<file path="config.mk">
export PLATFORM = sky130hd
export DESIGN_NAME = hls_run_sequencer
export DESIGN_NICKNAME = d
export VERILOG_FILES = /design/src/rtl/hls_run_sequencer.sv
export SDC_FILE = /design/constraint.sdc
export NUM_CORES = 1
export LEC_CHECK = 0
export ABC_AREA = 1
export BUFFER_PORTS_ARGS = -buffer_cell sky130_fd_sc_hd__buf_4
export CAP_MARGIN = 0
export CORE_MARGIN = 2
export CORE_UTILIZATION = 60
export CTS_BUF_LIST = sky130_fd_sc_hd__clkbuf_8 sky130_fd_sc_hd__clkbuf_16
export DETAILED_ROUTE_END_ITERATION = 16
export GPL_TIMING_DRIVEN = 0
export PLACE_DENSITY = 0.8
export SYNTH_ARGS = -nofsm -noshare
export SYNTH_HDL_FRONTEND = slang
export SYNTH_SLANG_ARGS = --single-unit
</file>
<file path="constraint.sdc">
create_clock -name clock -period 3.5 [get_ports clock]
set_input_delay 0.35 -clock clock [delete_from_list [all_inputs] [get_ports clock]]
set_output_delay 0.35 -clock clock [all_outputs]
set_load 0.02 [all_outputs]
</file>
<file path="src/rtl/hls_run_sequencer.sv">
// Batch run sequencer: resets and starts N_CH DUT channels, measures cycles to
// done (or timeout) per channel, and streams one result record per channel per run.
module hls_run_sequencer #(
  parameter int N_CH     = 1,
  parameter int CNT_W    = 32,
  parameter int TIMEOUT  = 200000000,
  parameter int NUM_RUNS = 1,
  parameter int RUN_W    = 16,
  localparam int CH_W    = (N_CH > 1) ? $clog2(N_CH) : 1
) (
  input  logic              clock,
  input  logic              reset,
  input  logic              go,
  output logic              dut_rst_n,
  output logic [N_CH-1:0]   dut_start,
  input  logic [N_CH-1:0]   dut_done,
  output logic              res_valid,
  input  logic              res_ready,
  output logic [CH_W-1:0]   res_ch,
  output logic [RUN_W-1:0]  res_run,
  output logic [CNT_W-1:0]  res_cycles,
  output logic [1:0]        res_status,
  output logic              busy,
  output logic              batch_done
);

  typedef enum logic [2:0] {
    S_IDLE, S_SETUP, S_START, S_WAIT, S_REPORT, S_FINISH
  } state_t;

  localparam logic [CNT_W-1:0] TO       = CNT_W'(TIMEOUT);
  localparam logic [RUN_W-1:0] LAST_RUN = RUN_W'(NUM_RUNS - 1);
  localparam logic [CH_W-1:0]  LAST_CH  = CH_W'(N_CH - 1);

  state_t            state;
  logic              setup_cnt;
  logic [CNT_W-1:0]  cnt;
  logic [RUN_W-1:0]  run_idx;
  logic [N_CH-1:0]   captured;
  logic [CNT_W-1:0]  cap_cyc [N_CH];
  logic              cap_to  [N_CH];
  logic [CH_W-1:0]   rep_ch;

  logic              in_run;
  logic              at_limit;
  logic              run_over;
  logic [N_CH-1:0]   done_new;
  logic [N_CH-1:0]   flags_next;
  logic [CNT_W-1:0]  cyc_next [N_CH];
  logic              to_next  [N_CH];
  logic [CH_W-1:0]   next_ch;

  // A done seen in the timeout cycle is taken as completed; only channels
  // still silent at that point get the timeout record.
  always_comb begin
    in_run     = (state == S_START) || (state == S_WAIT);
    at_limit   = in_run && (cnt == TO);
    done_new   = in_run ? (dut_done & ~captured) : '0;
    flags_next = captured | done_new;
    run_over   = in_run && ((&flags_next) || at_limit);
    next_ch    = rep_ch + CH_W'(1);
    for (int i = 0; i < N_CH; i++) begin
      cyc_next[i] = cap_cyc[i];
      to_next[i]  = cap_to[i];
      if (done_new[i]) begin
        cyc_next[i] = cnt;
        to_next[i]  = 1'b0;
      end else if (!captured[i] && at_limit) begin
        cyc_next[i] = TO;
        to_next[i]  = 1'b1;
      end
    end
  end

  always_ff @(posedge clock) begin
    if (!reset) begin
      state      <= S_IDLE;
      setup_cnt  <= 1'b0;
      cnt        <= '0;
      run_idx    <= '0;
      captured   <= '0;
      rep_ch     <= '0;
      dut_rst_n  <= 1'b0;
      dut_start  <= '0;
      res_valid  <= 1'b0;
      res_ch     <= '0;
      res_run    <= '0;
      res_cycles <= '0;
      res_status <= '0;
      busy       <= 1'b0;
      batch_done <= 1'b0;
    end else begin
      dut_start  <= '0;
      batch_done <= 1'b0;
      case (state)
        S_IDLE: begin
          dut_rst_n <= 1'b1;
          if (go) begin
            state     <= S_SETUP;
            run_idx   <= '0;
            busy      <= 1'b1;
            dut_rst_n <= 1'b0;
            setup_cnt <= 1'b0;
          end
        end
        S_SETUP: begin
          if (setup_cnt) begin
            state     <= S_START;
            dut_rst_n <= 1'b1;
            dut_start <= '1;
            cnt       <= CNT_W'(1);
            captured  <= '0;
          end else begin
            setup_cnt <= 1'b1;
          end
        end
        S_START, S_WAIT: begin
          for (int i = 0; i < N_CH; i++) begin
            cap_cyc[i] <= cyc_next[i];
            cap_to[i]  <= to_next[i];
          end
          captured <= flags_next;
          if (cnt != TO) cnt <= cnt + CNT_W'(1);
          if (run_over) begin
            state      <= S_REPORT;
            rep_ch     <= '0;
            res_valid  <= 1'b1;
            res_ch     <= '0;
            res_run    <= run_idx;
            res_cycles <= cyc_next[0];
            res_status <= {2{to_next[0]}};
          end else begin
            state <= S_WAIT;
          end
        end
        S_REPORT: begin
          if (res_ready) begin
            if (rep_ch == LAST_CH) begin
              res_valid <= 1'b0;
              if (run_idx != LAST_RUN) begin
                run_idx   <= run_idx + RUN_W'(1);
                state     <= S_SETUP;
                dut_rst_n <= 1'b0;
                setup_cnt <= 1'b0;
              end else begin
                state      <= S_FINISH;
                batch_done <= 1'b1;
              end
            end else begin
              rep_ch     <= next_ch;
              res_ch     <= next_ch;
              res_cycles <= cap_cyc[next_ch];
              res_status <= {2{cap_to[next_ch]}};
            end
          end
        end
        S_FINISH: begin
          state <= S_IDLE;
          busy  <= 1'b0;
        end
        default: state <= S_IDLE;
      endcase
    end
  end

endmodule

</file>
== Word-level counts from Yosys, hierarchy flattened ==
Memories as Yosys holds them, arrays and structs flattened.
Index checks and enable logic that the tools add are counted.
W data, S select, Z words.

* Word-level logic and storage cells: 124
* Memory bits (read-only): 0
* Output and inout port bits: 56
* Bits in latches: 0
* Bits in registers: 110
* Memories kept: 2
* Input port bits: 5
* Memory bits (writable): 33

* Multiply operators: 0
* Muxes and demuxes: 56
* Eq/ne operators: 15
* $lt $le $gt $ge: 0
* Add/sub/neg operators: 3
* Div/mod/pow operators: 0
* Bitwise gates (word level): 6
* Shift-type cells: 0
* Reduce and logical (&&, ||, !) cells: 27

{| class="wikitable"
|+ Memories
! memory !! words !! width !! read ports !! clocked after memory_dff !! write ports !! RTL line !! RTL
|-
| cap_cyc || 1 || 32 || 2 || 0 || 1 || 40 || <nowiki>logic [CNT_W-1:0] cap_cyc [N_CH];</nowiki>
|-
| cap_to || 1 || 1 || 2 || 0 || 1 || 41 || <nowiki>logic cap_to [N_CH];</nowiki>
|}

{| class="wikitable"
|+ Operators by type and width
! cell !! number
|-
| $mux W32 || 7
|-
| $pmux W32 S2 || 2
|-
| $mux W16 || 4
|-
| $add A32 B1 Y32 const B || 1
|-
| $eq A32 B28 Y1 const B || 1
|-
| $ne A32 B28 Y1 const B || 1
|-
| $pmux W16 S2 || 1
|-
| $mux W1 || 24
|-
| $mux W3 || 6
|-
| $add A16 B1 Y16 const B || 1
|-
| $ne A2 B2 Y1 const B || 8
|-
| $reduce_bool A16 Y1 || 1
|-
| $reduce_and A5 Y1 || 3
|-
| $pmux W3 S4 || 1
|-
| $reduce_and A4 Y1 || 3
|-
| $pmux W1 S2 || 5
|-
| $reduce_and A2 Y1 || 4
|-
| $reduce_bool A2 Y1 || 4
|-
| $eq A3 B2 Y1 const B || 2
|-
| $eq A3 B3 Y1 const B || 2
|-
| $mux W2 || 3
|-
| $pmux W1 S3 || 2
|-
| $reduce_and A3 Y1 || 2
|-
| $not A1 Y1 || 4
|-
| 12 further kinds || 15
|}

== Longest topological paths before layout ==
Gate-level depths: netlist of the first run.

* Depth after elaboration: 8
* Depth in mapped cells: 13
* Depth with buffers taken out: 12

== Worst setup path before layout of the first run ==
OpenSTA, ideal clock, no wires.

* Path type: input to register
* Start: in reset
* End: mem cap_cyc[0][0] (enable)
* Stages on the path: 3
* Buffers on the path: 1
* Setup slack: 0.892 ns
* Arrival time: 2.183 ns
* Library setup time: 0.424 ns
* Data required time: 3.076 ns
* Path through: clkbuf_1 -> inv_2 -> nor2_1

* Cells in the longest elaborated chain, start to end: 2

{| class="wikitable"
|+ Ends and longest elaborated chain
! item !! RTL line !! RTL
|-
| start, declared || 12 || <nowiki>input logic reset,</nowiki>
|-
| $mux W1 || 76 || <nowiki>if (!reset) begin</nowiki>
|-
| $mux W1 (not written as such) || 119 || <nowiki>cap_cyc[i] <= cyc_next[i];</nowiki>
|-
| end, declared || 40 ||
|}

No other way between the ends.

== Worst setup path in the final report of the first run ==
* Start: reg cnt[0]
* End: reg cnt[14]

* Cells in the longest elaborated chain, start to end: 3
* Elaborated cells on any way between the ends: 6
* Classes of those cells: 1 x add/sub; 2 x eq/ne; 2 x mux; 1 x reduce/logical

{| class="wikitable"
|+ Ends and longest elaborated chain
! item !! RTL line !! RTL
|-
| start, declared || 37 || <nowiki>logic [CNT_W-1:0] cnt;</nowiki>
|-
| start signal, assigned || 123 || <nowiki>if (cnt != TO) cnt <= cnt + CNT_W'(1);</nowiki>
|-
| $add A32 B1 Y32 / $ne A32 B28 Y1 (equally long branches) || 123 ||
|-
| $mux W32 / $ne A2 B2 Y1 (equally long branches) || -- ||
|-
| $pmux W32 S2 / $reduce_and A3 Y1 (equally long branches) || -- ||
|}

Parallel ways exist; a longest one is shown, timed or not. The select of a mux whose other input is x is not followed.
A chain may end at the register's enable or synchronous reset.

==> results of run 1 <==
critical path, cell delays in order, from the launching register on:
cell	delay, ns
sky130_fd_sc_hd__dfxtp_1	0.50
sky130_fd_sc_hd__ha_1	0.37
sky130_fd_sc_hd__nand2_1	0.08
sky130_fd_sc_hd__nor2_1	0.33
sky130_fd_sc_hd__nand2_1	0.19
sky130_fd_sc_hd__nor2_1	0.34
sky130_fd_sc_hd__xor2_1	0.18
sky130_fd_sc_hd__nor2_1	0.06
sky130_fd_sc_hd__nand2_1	0.08
sky130_fd_sc_hd__a21oi_1	0.06
metal layers:
| layer | global-route usage | share of wire |
|---|---|---|
| met2 | 0.500 | 0.44 |
| met1 | 0.463 | 0.45 |
| met5 | 0 | 0 |
| met3 | 0.0711 | 0.084 |
| met4 | 0.128 | 0.026 |
synthesized netlist by cell type (9+ instances only):
library cell	n
sky130_fd_sc_hd__edfxtp_1	33
sky130_fd_sc_hd__nor2_1	170
sky130_fd_sc_hd__inv_2	9
sky130_fd_sc_hd__nand3b_1	14
sky130_fd_sc_hd__a21oi_1	83
sky130_fd_sc_hd__inv_1	81
sky130_fd_sc_hd__xor2_1	10
sky130_fd_sc_hd__dfxtp_1	108
sky130_fd_sc_hd__nand2_1	340
sky130_fd_sc_hd__clkbuf_1	22
sky130_fd_sc_hd__nand2_2	15
sky130_fd_sc_hd__a21oi_2	11
sky130_fd_sc_hd__nor3_1	16
sky130_fd_sc_hd__a21boi_0	12
sky130_fd_sc_hd__buf_2	12
sky130_fd_sc_hd__o21ai_0	10
sky130_fd_sc_hd__nand3_1	109
how the worst min path moves through the flow:
stage	from	end	slack, ns
after floorplan	setup_cnt	setup_cnt	0.44
after global placement	res_ch	res_ch	0.42
after detailed placement	res_ch	res_ch	0.43
after CTS	res_ready	batch_done	0.23
after global routing	res_ready	batch_done	0.26
final	res_ready	batch_done	0.24
cell usage in the layout, fill, tap and decap left out, drive strengths merged:
master    count
nor3b         1
and3          1
ha            4
edfxtp       33
or2           3
xnor2         1
buf          87
nand3b       14
nand4         8
a21boi       12
inv          95
o21ai        10
nand3       113
bufinv        1
nor3         16
nand2       355
clkinvlp      2
xor2         10
clkbuf       40
clkinv        7
dfxtp       108
a21oi        94
a41oi         1
nor2        176
final cells by class:
type	instances	area [um^2]
Multi-Input combinational cell	819	3740
Fill cell	1069	3410
Sequential cell	141	3150
Timing Repair Buffer	59	443
Clock buffer	18	439
Inverter	91	342
Buffer	50	283
Tap cell	168	210
Clock inverter	14	92.6
power by group through the flow:
stage	logic (mW)	clock network, mW	registers, mW
final	0.892	1.64	1.83
after global routing	0.972	1.72	1.84
after CTS	0.879	1.66	1.83
after detailed placement	0.871	0	1.86
after global placement	0.855	0	1.86
after floorplan	0.602	0	1.88
logic make-up after synthesis:
family                     Yosys count
xor gates and xnor gates            11
DFF                                141
adders and majority gates            4
buffers and inverters              141
AOI/OAI and AO/OA                  117
and+or+nand+nor                    687
flip-flops by register name, indices dropped and copies added, names as in the netlist, 3 cells and up:
signal	flops
cap_cyc	32
state	3
res_cycles	32
res_run	16
run_idx	16
cnt	32
==> impl_metrics.tcl, run 1 <==
set metrics [dict create \
    run_status "completed" \
    share_of_flip_flops_with_an_asynchronous_set_or_reset_after_synthesis 0 \
    cts_buffers 17 \
    synth.yosys.seq_area_share 0.420 \
    detail_route.wirelength_um 21000 \
    clockBufferDepth 2 \
    design.portCount 61 \
    share_comb_of_total_power 0.204 \
    pre_cts_slack_ns 1.28 \
    synth_area_leaders "sky130_fd_sc_hd__dfxtp_1 (29%), sky130_fd_sc_hd__nand2_1 (17%), sky130_fd_sc_hd__edfxtp_1 (13%)" \
    drt_iter0_markers 710 \
    synth_cell_types 35 \
    timing.final.crit_share 0.667 \
    instances_no_fill 1360 \
    power.ir.vdd_worst_mv 0.367 \
    gp_congestion 0.948 \
    cell_internal_pwr_mw 3.03 \
    placed_cells_incl_taps 1328 \
    p_clk_frac 0.377 \
    synth.ff_latch_count 141 \
    r2r.worst_path.cells 9 \
    fin_total_pwr_mw 4.36 \
    cp-endpoint "cnt[14]" \
    tightest_slew_ns 0.990 \
    first_global_vias 6698 \
    cts.htree.levels 4 \
    critical_path.startpoint_type "flip-flop" \
    final_period_minus_worst_setup_slack_ns 2.34 \
    static-leakage-power_nw 3.48 \
    drcViolationCount 0 \
    cts-root-buf "sky130_fd_sc_hd__clkbuf_16" \
    finalMaxSlewViolations 0 \
    synth-compound-area-share 0.0879 \
    portion_of_netlist_area_occupied_by_mux_cells 0 \
    core.rowCount 40 \
    pwr-share-seq 0.419 \
    initial_utilization 0.620 \
    holdBufCountCts 0 \
    firstDrtPassIters 5 \
    clkSlewWorstSetupHoldPaths_ns 0.06 \
    dp.final_hpwl_um 15400 \
    worst_setup_path_startpoint "cnt[0]" \
    post_synth_xor_area_fraction 0.0128 \
    max_cap_violation_count 0 \
    global_route_wire_length_before_repair_um 34000 \
    critPathCaptureType "flip-flop" \
    setup.reg_to_reg.worst_slack_ns 1.16 \
    route.vias.total 7425 \
    post_cts.repair.setup_buffers 0 \
    rr_endpoint "cnt[14]" \
    dieWidth_um 116 \
    post_drt_via_cell_ratio 5.46 \
    hold-worst-slack_ns 0.239 \
    final_design_area_no_fill_um2 8700 \
    cts_num_sinks 141 \
    antennaDiodeCount 0 \
    skew_ns 0.00620 \
    postRouteAntennaNets 0 \
    groute.usage.overall 0.330 \
    synth_adder_area_share 0.00666 \
    switching_share 0.306 \
    final_core_utilization 0.719 \
    clock_insertion_delay_worst_skew_ns 0.42 \
    cp.arrival_ns 2.61 \
    synthSimpleGateAreaFrac 0.390 \
    p_switching_mw 1.33 \
    synthesis.area_per_instance_um2 6.82 \
    syn_nets 1110 \
    synthFlopType "sky130_fd_sc_hd__dfxtp_1" \
    initial_antenna_violation_count 0 \
    netlist_instances 1101 \
    floorplan.die.height_um 116 \
    maxSlewHeadroom 0.338 \
    total_negative_slack_for_setup_checks_ns 0 \
    synth-edff-count 33 \
    layout-area-overhead-vs-synth_pct 15.9 \
    post_drt_wl_per_cell_um 15.5 \
    core_footprint_um2 12100 \
    overflow 0 \
    placed_cell_area_um2 8170 \
    min_delay_path_depth 3 \
    finalSetupViolCount 0 \
    r2r_start "cnt[0]" \
    port_buffers 59 \
    post_route_cells_drive_above_1_share 0.133 \
    report.final.hold_viol_count 0 \
    grt_start_max_net_pins 35 \
    grt_setup_unrepaired "false" \
    post_cts.resized_instances 0 \
    fin_nets 1188 \
    synth_largest_type_area_fraction 0.288 \
    worstPathRequired_ns 3.77 \
    hp-class "primary input to flip-flop" \
    power-per-cell-area_nw_per_um2 501 \
    combinational_family_with_the_most_area_after_synthesis "simple AND/OR/NAND/NOR gates" \
    post_route_worst_setup_slack_ns 1.16 \
    tritoncts_clock_tree "done" \
    synthesis.area_um2 7510 \
    die_area_um2 13400 \
    timing_worst_setup_path_type "flip-flop to flip-flop" \
    yosysTopAreaCell "sky130_fd_sc_hd__dfxtp_1" \
    synthesis.yosys.warnings 0 \
    max_freq_ghz 0.428 \
    worstPathMaxFanout 7 \
]
Note: power is estimated with default switching activity, not from simulation.
==> run 2: changes to the inputs <==
--- a/config.mk
+++ b/config.mk
@@ -5,15 +5,15 @@
 export SDC_FILE = /design/constraint.sdc
 export NUM_CORES = 1
 export LEC_CHECK = 0
-export ABC_AREA = 1
+export ABC_AREA = 0
 export BUFFER_PORTS_ARGS = -buffer_cell sky130_fd_sc_hd__buf_4
 export CAP_MARGIN = 0
 export CORE_MARGIN = 2
-export CORE_UTILIZATION = 60
+export CORE_UTILIZATION = 58
 export CTS_BUF_LIST = sky130_fd_sc_hd__clkbuf_8 sky130_fd_sc_hd__clkbuf_16
 export DETAILED_ROUTE_END_ITERATION = 16
 export GPL_TIMING_DRIVEN = 0
-export PLACE_DENSITY = 0.8
+export PLACE_DENSITY = 0.79
 export SYNTH_ARGS = -nofsm -noshare
 export SYNTH_HDL_FRONTEND = slang
 export SYNTH_SLANG_ARGS = --single-unit
==> constraint.sdc (replaced) <==
create_clock -name clock -period 2.2 [get_ports clock]
set_input_delay 0.22 -clock clock [delete_from_list [all_inputs] [get_ports clock]]
set_output_delay 0.22 -clock clock [all_outputs]
set_load 0.02 [all_outputs]
==> run 2 against run 1 <==
- via count down 31%
- wire length down 26%
- sequential power increased by 50%
- final cell count down 38%
- clock power increased by 80%
- first-iteration DRC count down 38%
- power up 42%
- the flow now finishes with violations (negative setup slack)
- die area fell by 18%
==> impl_metrics.tcl, run 2 <==
set metrics [dict create \
    floorplan.die.height_um 105 \
    drcViolationCount 0 \
    route.vias.total 5103 \
    final_cell_mix "sky130_fd_sc_hd__dfxtp_1 (95), sky130_fd_sc_hd__buf_4 (80), sky130_fd_sc_hd__nand2_1 (67)" \
    post_drt_via_cell_ratio 6.02 \
    synth_largest_type_area_fraction 0.364 \
    finalSetupViolCount 53 \
    worstPathMaxFanout 10 \
    overflow 0 \
    postRouteAntennaNets 0 \
    critical_path.startpoint_type "flip-flop" \
    global_route_wire_length_before_repair_um 24800 \
    hp-class "primary input to flip-flop" \
    clkSlewWorstSetupHoldPaths_ns 0.06 \
    final_design_area_no_fill_um2 7590 \
    antennaDiodeCount 0 \
    cts.htree.levels 4 \
    cts_num_sinks 141 \
    power-per-cell-area_nw_per_um2 814 \
    cts_buffers 17 \
    drt_iter0_markers 439 \
    regArea_um2 3180 \
    pre_cts_slack_ns -0.752 \
    max_freq_ghz 0.421 \
    rr_endpoint "res_cycles[3]" \
    netlist_instances 613 \
    yosysTopAreaCell "sky130_fd_sc_hd__dfxtp_1" \
    run_status "finished with violations" \
    power.ir.vdd_worst_mv 0.562 \
    placed_cell_area_um2 6580 \
    synth_commonest_cells "sky130_fd_sc_hd__dfxtp_1 (108), sky130_fd_sc_hd__nand2_1 (67), sky130_fd_sc_hd__nor2_1 (57), sky130_fd_sc_hd__a22o_1 (53), sky130_fd_sc_hd__nand3_1 (52)" \
    timing_worst_setup_path_type "flip-flop to flip-flop" \
    die_area_um2 11100 \
    total_negative_slack_for_setup_checks_ns -4.87 \
    share_comb_of_total_power 0.077 \
    hold-worst-slack_ns 0.0728 \
    maxSlewHeadroom 0.618 \
    initial_utilization 0.602 \
    syn_nets 622 \
    instances_no_fill 848 \
    gp_congestion 0.896 \
    dp.final_hpwl_um 9750 \
    grt_start_max_net_pins 18 \
    synth-edff-count 33 \
    worstPathRequired_ns 2.63 \
    post_route_cells_drive_above_1_share 0.239 \
    tritoncts_clock_tree "done" \
    timing.hold.worst_endpoint "captured" \
    pwr-share-seq 0.445 \
    cp.arrival_ns 2.81 \
    final_core_utilization 0.770 \
    critPathCaptureType "flip-flop" \
    core_footprint_um2 9860 \
    min_delay_path_depth 3 \
    detail_route.wirelength_um 15600 \
    synthFlopType "sky130_fd_sc_hd__dfxtp_1" \
    tightest_slew_ns 0.569 \
    layout-area-overhead-vs-synth_pct 27.9 \
    static-leakage-power_nw 3.02 \
    port_buffers 60 \
    switching_share 0.231 \
    final_period_minus_worst_setup_slack_ns 2.38 \
    fin_total_pwr_mw 6.18 \
    first_global_vias 4786 \
    finalMaxSlewViolations 0 \
    fin_nets 711 \
    design.portCount 61 \
    post_route_worst_setup_slack_ns -0.176 \
    synth.ff_latch_count 141 \
    synthesis.yosys.warnings 0 \
    dieWidth_um 105 \
    synth_area_leaders "sky130_fd_sc_hd__dfxtp_1 (36%), sky130_fd_sc_hd__edfxtp_1 (17%), sky130_fd_sc_hd__a22o_1 (7.8%)" \
    most_common_library_cell_in_the_layout_ignoring_fill_and_taps "sky130_fd_sc_hd__dfxtp_1" \
    synthesis.area_per_instance_um2 9.69 \
    hold_path_startpoint "dut_done" \
    p_clk_frac 0.478 \
    p_switching_mw 1.43 \
    firstDrtPassIters 5 \
    clock_insertion_delay_worst_skew_ns 0.54 \
    groute.usage.overall 0.286 \
    placed_cells_incl_taps 806 \
    r2r_start "cnt[13]" \
    post_drt_wl_per_cell_um 18.4 \
    grt_setup_unrepaired "true" \
    max_cap_violation_count 0 \
    cts-root-buf "sky130_fd_sc_hd__clkbuf_8" \
    r2r.worst_path.cells 7 \
    clockBufferDepth 2 \
    skew_ns 0.00432 \
    violations "negative setup slack" \
    biggestRegsByFlops "cap_cyc x32, cnt x32, res_cycles x32" \
    share_of_flip_flops_with_an_asynchronous_set_or_reset_after_synthesis 0 \
    fill_cells 633 \
    cell_internal_pwr_mw 4.76 \
    synth_cell_types 51 \
    report.final.hold_viol_count 0 \
    synthesis.area_um2 5940 \
    synth.yosys.seq_area_share 0.531 \
    synth_most_common_cell "sky130_fd_sc_hd__dfxtp_1" \
    setup.reg_to_reg.worst_slack_ns -0.18 \
    timing.final.crit_share 1.08 \
    core.rowCount 36 \
    multi_input_area_um2 2710 \
    initial_antenna_violation_count 0 \
]
-- run 2: critical path: stages (launching register included) --
cell	delay, ns
sky130_fd_sc_hd__dfxtp_2	0.41
sky130_fd_sc_hd__nor4b_4	0.23
sky130_fd_sc_hd__nand4_1	0.13
sky130_fd_sc_hd__or4_4	0.57
sky130_fd_sc_hd__a211o_1	0.32
sky130_fd_sc_hd__buf_6	0.16
sky130_fd_sc_hd__a22o_1	0.22
sky130_fd_sc_hd__a22o_1	0.22
-- run 2: worst max path at each step --
stage | startpoint | to | slack, ns
global route | cnt[13] | res_cycles[28] | -0.25
CTS | cnt[3] | res_cycles[28] | -0.14
global placement | state[1] | res_cycles[9] | -0.66
finish | cnt[13] | res_cycles[3] | -0.18
floorplan | cnt[1] | res_status[0] | -0.10
detailed placement | state[1] | res_cycles[3] | -0.75
-- run 2: timing repair --
| item | in CTS | in global routing |
|---|---|---|
| endpoints found under the hold margin | 1 | 0 |
| pin swaps | 8 | 8 |
| endpoints found under the setup margin | 108 | 102 |
| setup buffers | 13 | 5 |
| hold buffers | 1 | 0 |
| gates cloned | 2 | 1 |
| resized for setup | 46 | 31 |
-- run 2: power by group through the flow --
stage               clock [mW]  sequential [mW]  combinational [mW]
floorplan                    0             2.80               0.275
global placement             0             2.80               0.399
detailed placement           0             2.80               0.417
CTS                       2.97             2.75               0.449
global route              3.09             2.75               0.520
finish                    2.96             2.75               0.479
-- run 2: cells by family after synthesis --
| logic type | share of synthesized area |
|---|---|
| fa+ha+maj | 0.00843 |
| buf+inv | 0.0476 |
| simple gates | 0.222 |
| flops | 0.531 |
| xor+xnor | 0.0634 |
| compound gates | 0.128 |
-- run 2: area by class of cell --
| cell class | instances | share of cell area |
|---|---|---|
| flip-flops and latches | 141 | 0.419 |
| multi-input cells | 415 | 0.357 |
| repair buffers | 80 | 0.0849 |
| clock buffers | 22 | 0.0636 |
| plain buffers | 34 | 0.0298 |
| well taps | 133 | 0.0219 |
| clock inverters | 10 | 0.0178 |
| inverters | 13 | 0.00643 |
-- run 2: routing by layer --
layer / vias up / track usage / part of all wire
li1: 2373 / - / -
met1: 2432 / 0.398 / 0.43
met2: 257 / 0.436 / 0.47
met3: 41 / 0.0649 / 0.077
met4: 0 / 0.107 / 0.025
met5: - / 0 / 0
